<file path="src/rtl/mealy_seq_pkg.sv">
// Shared constants and helpers for the serial pattern detector.
// Defaults give 101 on lane 0 and 010 on lane 1.
package mealy_seq_pkg;

   localparam int N_PAT_D   = 2;
   localparam int PAT_LEN_D = 3;
   localparam int CNT_W_D   = 8;

   localparam logic [N_PAT_D*PAT_LEN_D-1:0] PATTERNS_D =
      {3'b010, 3'b101};

   // Low bit of lane k inside a flat vector of w-bit fields.
   function automatic int lane_lsb(input int k, input int w);
      return k * w;
   endfunction

endpackage

</file>
<file path="src/rtl/mealy_seq_lane.sv">
// One detector lane: fill tracking, pattern compare and a
// saturating match counter, fed by the shared history window.
module mealy_seq_lane #(
   parameter int                 PAT_LEN = 3,
   parameter int                 CNT_W   = 8,
   parameter logic [PAT_LEN-1:0] PATTERN = '0
) (
   input  logic               clock,
   input  logic               reset,
   input  logic [PAT_LEN-1:0] window,
   input  logic               accept,
   input  logic               clear,
   input  logic               overlap,
   output logic               hit,
   output logic [CNT_W-1:0]   cnt
);

   localparam int FW = $clog2(PAT_LEN);
   localparam logic [FW-1:0] FULL = FW'(PAT_LEN - 1);

   logic [FW-1:0]    fill;
   logic [FW-1:0]    fill_nxt;
   logic [CNT_W-1:0] cnt_nxt;

   assign hit = accept & ~reset & (fill == FULL) &
                (window == PATTERN);

   always_comb begin
      fill_nxt = fill;
      cnt_nxt  = cnt;
      if (clear) begin
         fill_nxt = '0;
         cnt_nxt  = '0;
      end else if (accept) begin
         // Non-overlap mode restarts this lane's window only.
         if (hit & ~overlap)
            fill_nxt = '0;
         else if (fill != FULL)
            fill_nxt = fill + 1'b1;
         if (hit & ~&cnt)
            cnt_nxt = cnt + 1'b1;
      end
   end

   always_ff @(posedge clock or posedge reset) begin
      if (reset) begin
         fill <= '0;
         cnt  <= '0;
      end else begin
         fill <= fill_nxt;
         cnt  <= cnt_nxt;
      end
   end

endmodule

</file>
<file path="src/rtl/mealy_seq_detector.sv">
// Multi-pattern Mealy serial detector: shared bit history,
// one lane per pattern, zero-latency match flags.
module mealy_seq_detector
   import mealy_seq_pkg::*;
#(
   parameter int N_PAT   = N_PAT_D,
   parameter int PAT_LEN = PAT_LEN_D,
   parameter logic [N_PAT*PAT_LEN-1:0] PATTERNS = PATTERNS_D,
   parameter int CNT_W   = CNT_W_D
) (
   input  logic                   clock,
   input  logic                   reset,
   input  logic                   i,
   input  logic                   i_valid,
   input  logic                   overlap,
   input  logic                   clear,
   output logic [N_PAT-1:0]       o,
   output logic [N_PAT*CNT_W-1:0] match_cnt
);

   localparam int HW = PAT_LEN - 1;

   logic [HW-1:0]      hist;
   logic [PAT_LEN-1:0] window;
   logic               accept;

   assign accept = i_valid & ~clear;
   assign window = {hist, i};

   // Truncation drops the oldest bit, covering PAT_LEN == 2 too.
   always_ff @(posedge clock or posedge reset) begin
      if (reset)
         hist <= '0;
      else if (clear)
         hist <= '0;
      else if (i_valid)
         hist <= HW'(window);
   end

   for (genvar k = 0; k < N_PAT; k++) begin : g_lane
      mealy_seq_lane #(
         .PAT_LEN (PAT_LEN),
         .CNT_W   (CNT_W),
         .PATTERN (PATTERNS[lane_lsb(k, PAT_LEN) +: PAT_LEN])
      ) u_lane (
         .clock   (clock),
         .reset   (reset),
         .window  (window),
         .accept  (accept),
         .clear   (clear),
         .overlap (overlap),
         .hit     (o[k]),
         .cnt     (match_cnt[lane_lsb(k, CNT_W) +: CNT_W])
      );
   end

endmodule

</file>
<file path="config.mk">
export PLATFORM = sky130hd
export DESIGN_NAME = mealy_seq_detector
export DESIGN_NICKNAME = d
export VERILOG_FILES = /design/src/rtl/mealy_seq_pkg.sv /design/src/rtl/mealy_seq_lane.sv /design/src/rtl/mealy_seq_detector.sv
export SDC_FILE = /design/constraint.sdc
export NUM_CORES = 1
export LEC_CHECK = 0
export ABC_AREA = 0
export CAP_MARGIN = 20
export CORE_MARGIN = 5
export CORE_UTILIZATION = 45
export CTS_BUF_LIST = sky130_fd_sc_hd__clkbuf_4 sky130_fd_sc_hd__clkbuf_8 sky130_fd_sc_hd__clkbuf_16
export CTS_CLUSTER_SIZE = 25
export DETAILED_ROUTE_END_ITERATION = 8
export HOLD_SLACK_MARGIN = 0.08
export PLACE_DENSITY = 0.7
export REMOVE_ABC_BUFFERS = 1
export SKIP_CTS_REPAIR_TIMING = 1
export SLEW_MARGIN = 5
export SYNTH_ARGS = -nofsm -noshare
export SYNTH_HDL_FRONTEND = slang
export SYNTH_SLANG_ARGS = --single-unit
</file>
<file path="constraint.sdc">
create_clock -name clock -period 4.65 [get_ports clock]
set_input_delay 1.1625 -clock clock [delete_from_list [all_inputs] [get_ports clock]]
set_output_delay 1.1625 -clock clock [all_outputs]
set_load 0.01 [all_outputs]
</file>
; Word-level counts from Yosys, hierarchy flattened
; Index checks and enable logic that the tools add are counted.
[word_totals]
reg_bits = 22
inputBits = 6
output_inout_bits = 18
elab_cells = 58
[op_classes]
n_addsub = 4
n_eq_ne = 6
n_mux = 16
bitwise_logic = 13
n_reduce_logical = 14
[op_table]
columns = operator, count
row1 = 2-to-1 mux 8 bit, 6
row2 = 2-to-1 mux 2 bit, 10
row3 = adder 8 x 1 -> 8 bit (second input constant), 2
row4 = AND reduction 8 bit, 2
row5 = AND 1 bit, 10
row6 = AND reduction 2 bit, 4
row7 = nonzero test 2 bit, 4
row8 = nonzero test 3 bit, 2
row9 = adder 2 x 1 -> 2 bit (second input constant), 2
row10 = == test 2 bit (second input constant), 2
row11 = != test 2 bit (second input constant), 2
row12 = == test 3 x 2 -> 1 bit (second input constant), 1
row13 = == test 3 bit (second input constant), 1
row14 = NOT 1 bit, 3
row15 = logical NOT 1 bit, 2

; Longest topological paths before layout
; Gate-level depths: netlist of the first run.
[depth]
ltp_word = 9
ltp_mapped = 8
ltp_nobuf = 7

; Modules after synthesis
; From an unflattened synthesis of the first run, not the netlist that was laid out.
[hier_totals]
hier_cells = 140
hier_area_um2 = 1278.7
[by_module_without_submodules]
columns = mod, n_inst, cells_per_inst, area_per_inst_um2, seq_area_each_um2
row1 = mealy_seq_lane at g_lane[1].u_lane, 1, 66, 596.8, 250.2
row2 = mealy_seq_lane at g_lane[0].u_lane, 1, 66, 594.3, 250.2
row3 = mealy_seq_detector, 1, 8, 87.6, 50.0

; Worst setup path after synthesis of the first run
; No wires, ideal clock.
[synth_timing]
kind = input to output
from = in i_valid
to = out o[0]
arrival_time_ps = 2031
t_required_ps = 3488
setup_slack_ps = 1457
path_stages = 6
n_path_buf = 3
path_cell_list = buf_6 nor3b_4 nand2b_2 clkbuf_1 inv_1 buf_4
[synth_via]
elab_chain_len = 4
[synth_rtl]
columns = element, line
row1 = "start, declared", mealy_seq_detector.sv:14  ; input logic i_valid,
row2 = AND 1 bit, mealy_seq_detector.sv:27  ; assign accept = i_valid & ~clear;
row3 = AND 1 bit (3 in series), mealy_seq_lane.sv:25  ; assign hit = accept & ~reset & (fill == FULL) &
row4 = "end, declared", mealy_seq_detector.sv:17  ; output logic [N_PAT-1:0] o,
; No other way between the ends.

; Final worst setup path of the first run
[layout_timing]
from = in i_valid
to = out o[1]
; Same word-level chain as after synthesis.

==> results of run 1 <==
[routing by layer]
metal	vias to the layer above	GRT usage, %	share of wire [%]
met5	-	0	0
met4	0	6.75	2.0
met3	7	2.98	4.1
met2	26	24.9	47
met1	563	20.0	47
li1	549	-	-
[synthesized netlist by cell type, types with 2 or more instances]
cell and n:
nor2b_1 2, and3_1 3, or4_1 4, a21oi_1 11, nand4_1 3, o21ai_0 7, clkbuf_1 3, ha_1 4
o31ai_1 5, nand2_1 10, nor3_1 4, and4_1 2, inv_1 11, buf_4 2, or3_1 3, nor2_1 6
o21a_1 2, nand3_1 5, mux2i_1 4, dfrtp_1 22, o21bai_1 2
[per-stage QoR]
stage               hold WS [ns]  setup WS [ns]  total power, mW  std cells
global route               0.530          0.402            0.338        191
global placement           0.452          0.547            0.235        188
CTS                        0.511          0.493            0.324        191
floorplan                  0.431           1.76            0.221        132
detailed placement         0.494          0.504            0.236        188
finish                     0.503          0.497            0.321        191
[logic make-up after synthesis]
group / Yosys count / share of synthesized area (%)
AND/OR/NAND/NOR: 54 / 25.6
AO/OA/AOI/OAI: 36 / 18.0
flip-flops: 22 / 42.3
buffers and inverters: 18 / 6.44
multiplexers: 5 / 3.94
adder cells (fa/ha/maj): 4 / 3.84
[critical path: stages]
cell and delay (ns):
clkdlybuf4s50_1 0.67, nor3b_4 0.33, nand2_1 0.16, inv_1 0.12, clkdlybuf4s50_1 0.55
[cell type report]
class	count	area, um2
Inverter	11	41.3
Sequential cell	22	551
Multi-Input combinational cell	99	668
Clock buffer	3	22.5
Tap cell	31	38.8
Fill cell	259	1190
Timing Repair Buffer	25	245
[where the power goes]
part	internal [mW]	switching, mW	total, mW
clock	0.0303	0.0586	0.0889
sequential	0.195	0.00342	0.199
combinational	0.0145	0.0189	0.0333
[state kept, by name, summed over array words and instances (netlist names)]
name                cells
g_lane.u_lane.fill      4
g_lane.u_lane.cnt      16
hist                    2
[how the worst max path moves through the flow]
stage / start / endpoint / slack [ns] / cells past startpoint
floorplan: clear / o[0] / 1.76 / 3
global placement: i_valid / o[1] / 0.55 / 5
detailed placement: i_valid / o[1] / 0.50 / 5
CTS: i_valid / o[1] / 0.49 / 5
global route: i_valid / o[1] / 0.40 / 5
finish: i_valid / o[1] / 0.50 / 5
==> out/metrics.cfg, run 1 <==
[yosys]
synthTopCellsByArea = dfrtp_1, a21oi_1, ha_1, inv_1, mux2i_1
ys_ff_latch = 22
synth_edf_count = 0
synth_top_area_share_pct = 42.3
synth.distinct_cells = 45
syn_avg_cell_area_um2 = 9.37
ys.flop_type = dfrtp_1
synth_warnings = 0
yosys.area.top_type = dfrtp_1
synthArstFlopShare_pct = 100
syn_area_um2 = 1300
ys_seq_area_share_pct = 42.3
syn_inst = 139

[worst_setup_path]
crit_path_start_kind = input port
critPathKind = input port to primary output
rr_worst_depth = 5
r2r-end = g_lane[0].u_lane.cnt[5]$_DFFE_PP0P_
worst-r2r-setup-slack_ns = 2.72
cp_data_required_time_ns = 3.49
worst-path-max-fanout = 9
cp.arrival_ns = 2.99
timing.rr.start = g_lane[0].u_lane.cnt[0]$_DFFE_PP0P_
cp-end-kind = primary output

[floorplan]
die_y_um = 63.8
ioPinCount = 24
initial_core_util_pct = 47.2
core-area_um2 = 2760
dieWidth_um = 63.8
dieArea_um2 = 4070
floorplan.rows = 19

[route]
drt-initial-drc-count = 42
routed-via-count = 1145
routed_via_density = 5.99
ant_nets = 0
drt_pass1_iterations = 4
wl_per_cell_um = 15.2
drc = 0
wl_um = 2900

[placed_design]
hpwl_um = 2080
place_area_um2 = 1540
io_buffers = 23
routabilityCongestion = 0.799

[sta]
fin_crit_ns = 4.15
fin_crit_sh_pct = 89.3
fmax_mhz = 241
rsz0062_at_grt = false
setup_viol = 0
hold_viol_final = 0
drv_slew = 0
worst_slew_pin_slew_ns = 0.883
clock_skew_ns = 0.00185
slew-limit-headroom_pct = 41.1
fin_tns_setup_ns = 0

[clock_network]
clk_latency_ns = 0.31
cts_buffers = 3
clk_pin_slew_ns = 0.12
cts_tree = done
htree_levels = 1
cts_root_buf = clkbuf_4
cts_sinks = 22
cts_buffer_depth = 2

[grt]
grt_pass1_vias = 1137
grt_overflow_total = 0
grt_max_degree = 23
grt_pass1_wl_um = 5130
grt_usage_pct = 15.4
antenna_found_initial = 0

[layout]
nNetsFinal = 172
syn_to_final_growth_pct = 20.3
fin_util_pct = 56.8
mostFrequentLayoutCell = clkdlybuf4s50_1
mostFrequentLayoutCells = clkdlybuf4s50_1, dfrtp_1, inv_1, a21oi_1, nand2_1
fin_area_um2 = 1570
final_layout_size_suffix_gt1_share_pct = 8.13
n_antenna_cell = 0

[power]
p_leak_nw = 0.639
p_per_area_nw_per_um2 = 205
max-vdd-ir-drop_mv = 0.167

[hold_path]
hold_class = flip-flop to flip-flop
min_from = g_lane[0].u_lane.cnt[7]$_DFFE_PP0P_
hold_depth = 1
min_to = g_lane[0].u_lane.cnt[7]$_DFFE_PP0P_

[status]
outcome = finished clean

[flow_run]
cap_violations = 0

(Power assumes the default switching activity.)
==> inputs of run 2 (changes only) <==
- CTS_CLUSTER_SIZE: 25 -> unset
==> results of run 2 <==
Same layout as run 1: the final DEF is identical, and so are final timing and power.
==> inputs of run 3 (changes only) <==
- SYNTH_HIERARCHICAL: unset -> 1
==> out/metrics.cfg, run 3 <==
[route]
wl_per_cell_um = 14.6
drt_pass1_iterations = 4
drc = 0
routed-via-count = 1147
ant_nets = 0
routed_via_density = 5.88
drt-initial-drc-count = 35
wl_um = 2840

[worst_setup_path]
critPathMostFrequentCell = clkdlybuf4s50_1
critPathBufInv = 3
cp-startpoint = i_valid
critical-path-max-stage-delay_ns = 0.55
cp.arrival_ns = 3.09
cp-end-kind = primary output
path_delay_family = buffers and inverters
cp_data_required_time_ns = 3.49
path_cells = clkdlybuf4s50_1 -> nor2b_1 -> nand3_2 -> inv_1 -> clkdlybuf4s50_1
slowest_stage = clkdlybuf4s50_1
worst-r2r-setup-slack_ns = 2.83
r2r-end = g_lane[0].u_lane/cnt[5]$_DFFE_PP0P_
worst-path-max-fanout = 13
rr_worst_depth = 4
critPathKind = input port to primary output
crit_path_start_kind = input port
timing.rr.start = hist[0]$_DFFE_PP0P_

[hold_path]
min_from = g_lane[0].u_lane/fill[0]$_DFFE_PP0P_
hold_depth = 2
min_to = g_lane[0].u_lane/fill[0]$_DFFE_PP0P_
hold_class = flip-flop to flip-flop

[yosys]
ys_seq_area_share_pct = 43.1
synthTopCellsByArea = dfrtp_1, nand3_1, nor2_1, a21oi_1, ha_1
synth_warnings = 6
syn_area_um2 = 1280
synthTopCellsByCount = dfrtp_1, nand3_1, nor2_1
synth_top_area_share_pct = 43.1
syn_inst = 140
synthArstFlopShare_pct = 100
syn_avg_cell_area_um2 = 9.13
synth_most_common_cell = dfrtp_1
yosys.area.top_type = dfrtp_1
ys_ff_latch = 22
synth_edf_count = 0
synth.distinct_cells = 35
ys.flop_type = dfrtp_1

[power]
p_leak_nw = 0.626
max-vdd-ir-drop_mv = 0.136
p_total_uw = 309
p_per_area_nw_per_um2 = 198

[placed_design]
place_area_um2 = 1540
hpwl_um = 2100
io_buffers = 23
dp_cells = 192
routabilityCongestion = 0.834

[clock_network]
cts_sinks = 22
cts_buffers = 3
cts_tree = done
htree_levels = 1
clk_latency_ns = 0.31
cts_buffer_depth = 2
clk_pin_slew_ns = 0.12
cts_root_buf = clkbuf_4

[floorplan]
initial_core_util_pct = 46.8
dieWidth_um = 63.3
core-area_um2 = 2730
dieArea_um2 = 4010
ioPinCount = 24
die_y_um = 63.3
floorplan.rows = 19

[layout]
reg.largest.list = g_lane.u_lane/cnt x16, g_lane.u_lane/fill x4, hist x2
fin_cells = 195
largest_reg_flops = 16
fin_area_um2 = 1560
mostFrequentLayoutCell = clkdlybuf4s50_1
nNetsFinal = 176
final_layout_size_suffix_gt1_share_pct = 8.54
fill_cells = 255
mostFrequentLayoutCells = clkdlybuf4s50_1, dfrtp_1, nand3_1
largest_register = g_lane.u_lane/cnt
syn_to_final_growth_pct = 21.9
n_antenna_cell = 0

[sta]
fin_crit_ns = 4.25
drv_slew = 0
setup_viol = 0
fin_tns_setup_ns = 0
hold_viol_final = 0
slew-limit-headroom_pct = 71.3
rsz0062_at_grt = false
fin_crit_sh_pct = 91.5
worst_slew_pin_slew_ns = 0.429
fmax_mhz = 235
clock_skew_ns = 0.00748

[grt]
grt_usage_pct = 15.7
grt_max_degree = 27
antenna_found_initial = 0
grt_overflow_total = 0
grt_pass1_vias = 1203
grt_pass1_wl_um = 5260

[flow_run]
cap_violations = 0

[status]
outcome = finished clean

[run 3: tightest hold or removal path, cell delays in order, from the launching register on]
cell and delay (ns):
dfrtp_1 0.40, nand3_1 0.07, a21oi_1 0.05
[run 3: through the flow]
| step | worst slack [ns] | util [%] | hold WS (ns) |
|---|---|---|---|
| 5_1_grt | 0.225 | 57.0 | 0.564 |
| 3_3_place_gp | 0.448 | 56.2 | 0.509 |
| 4_1_cts | 0.396 | 57.0 | 0.548 |
| 2_1_floorplan | 1.53 | - | 0.494 |
| 3_5_place_dp | 0.415 | 56.2 | 0.529 |
| 6_report | 0.396 | 57.0 | 0.547 |
[run 3: logic make-up (layout without fill, tap and decap cells)]
logic type      count (synthesis)  after routing  share of synthesized area, %
flops                          22             22                          43.1
fa+ha+maj                       4              4                          3.91
mux                             6              6                          5.09
compound gates                 26             26                          12.8
buf+inv                        14             38                          4.99
simple gates                   68             68                          30.1
[run 3: cell type report]
| cell class | count | area (um2) | share of cell area, % |
|---|---|---|---|
| multi-input combinational | 104 | 664 | 42.6 |
| sequential | 22 | 551 | 35.3 |
| timing repair buffer | 25 | 245 | 15.7 |
| tap | 31 | 38.8 | 2.49 |
| inverter | 10 | 37.5 | 2.41 |
| clock buffer | 3 | 22.5 | 1.44 |
[run 3: where the power goes]
part | leakage, nW | total [mW] | switching (mW) | internal [mW]
registers | 0.305 | 0.196 | 0.00205 | 0.194
clock network | 0.0138 | 0.0879 | 0.0577 | 0.0302
logic | 0.307 | 0.0254 | 0.0155 | 0.00988
total | 0.626 | 0.309 | 0.0753 | 0.234
[run 3: worst max-delay path by stage]
stage                       to  slack, ns  cells past startpoint
after global routing      o[0]       0.23                      5
final                     o[0]       0.40                      5
after floorplan           o[1]       1.53                      3
after global placement    o[0]       0.45                      5
after CTS                 o[0]       0.40                      5
after detailed placement  o[0]       0.41                      5
[run 3: layer usage]
metal  track usage (%)  routed length, um
met1              19.1               1290
met2              26.9               1380
met3              3.02                125
met4              6.75                 46
met5                 0                  0
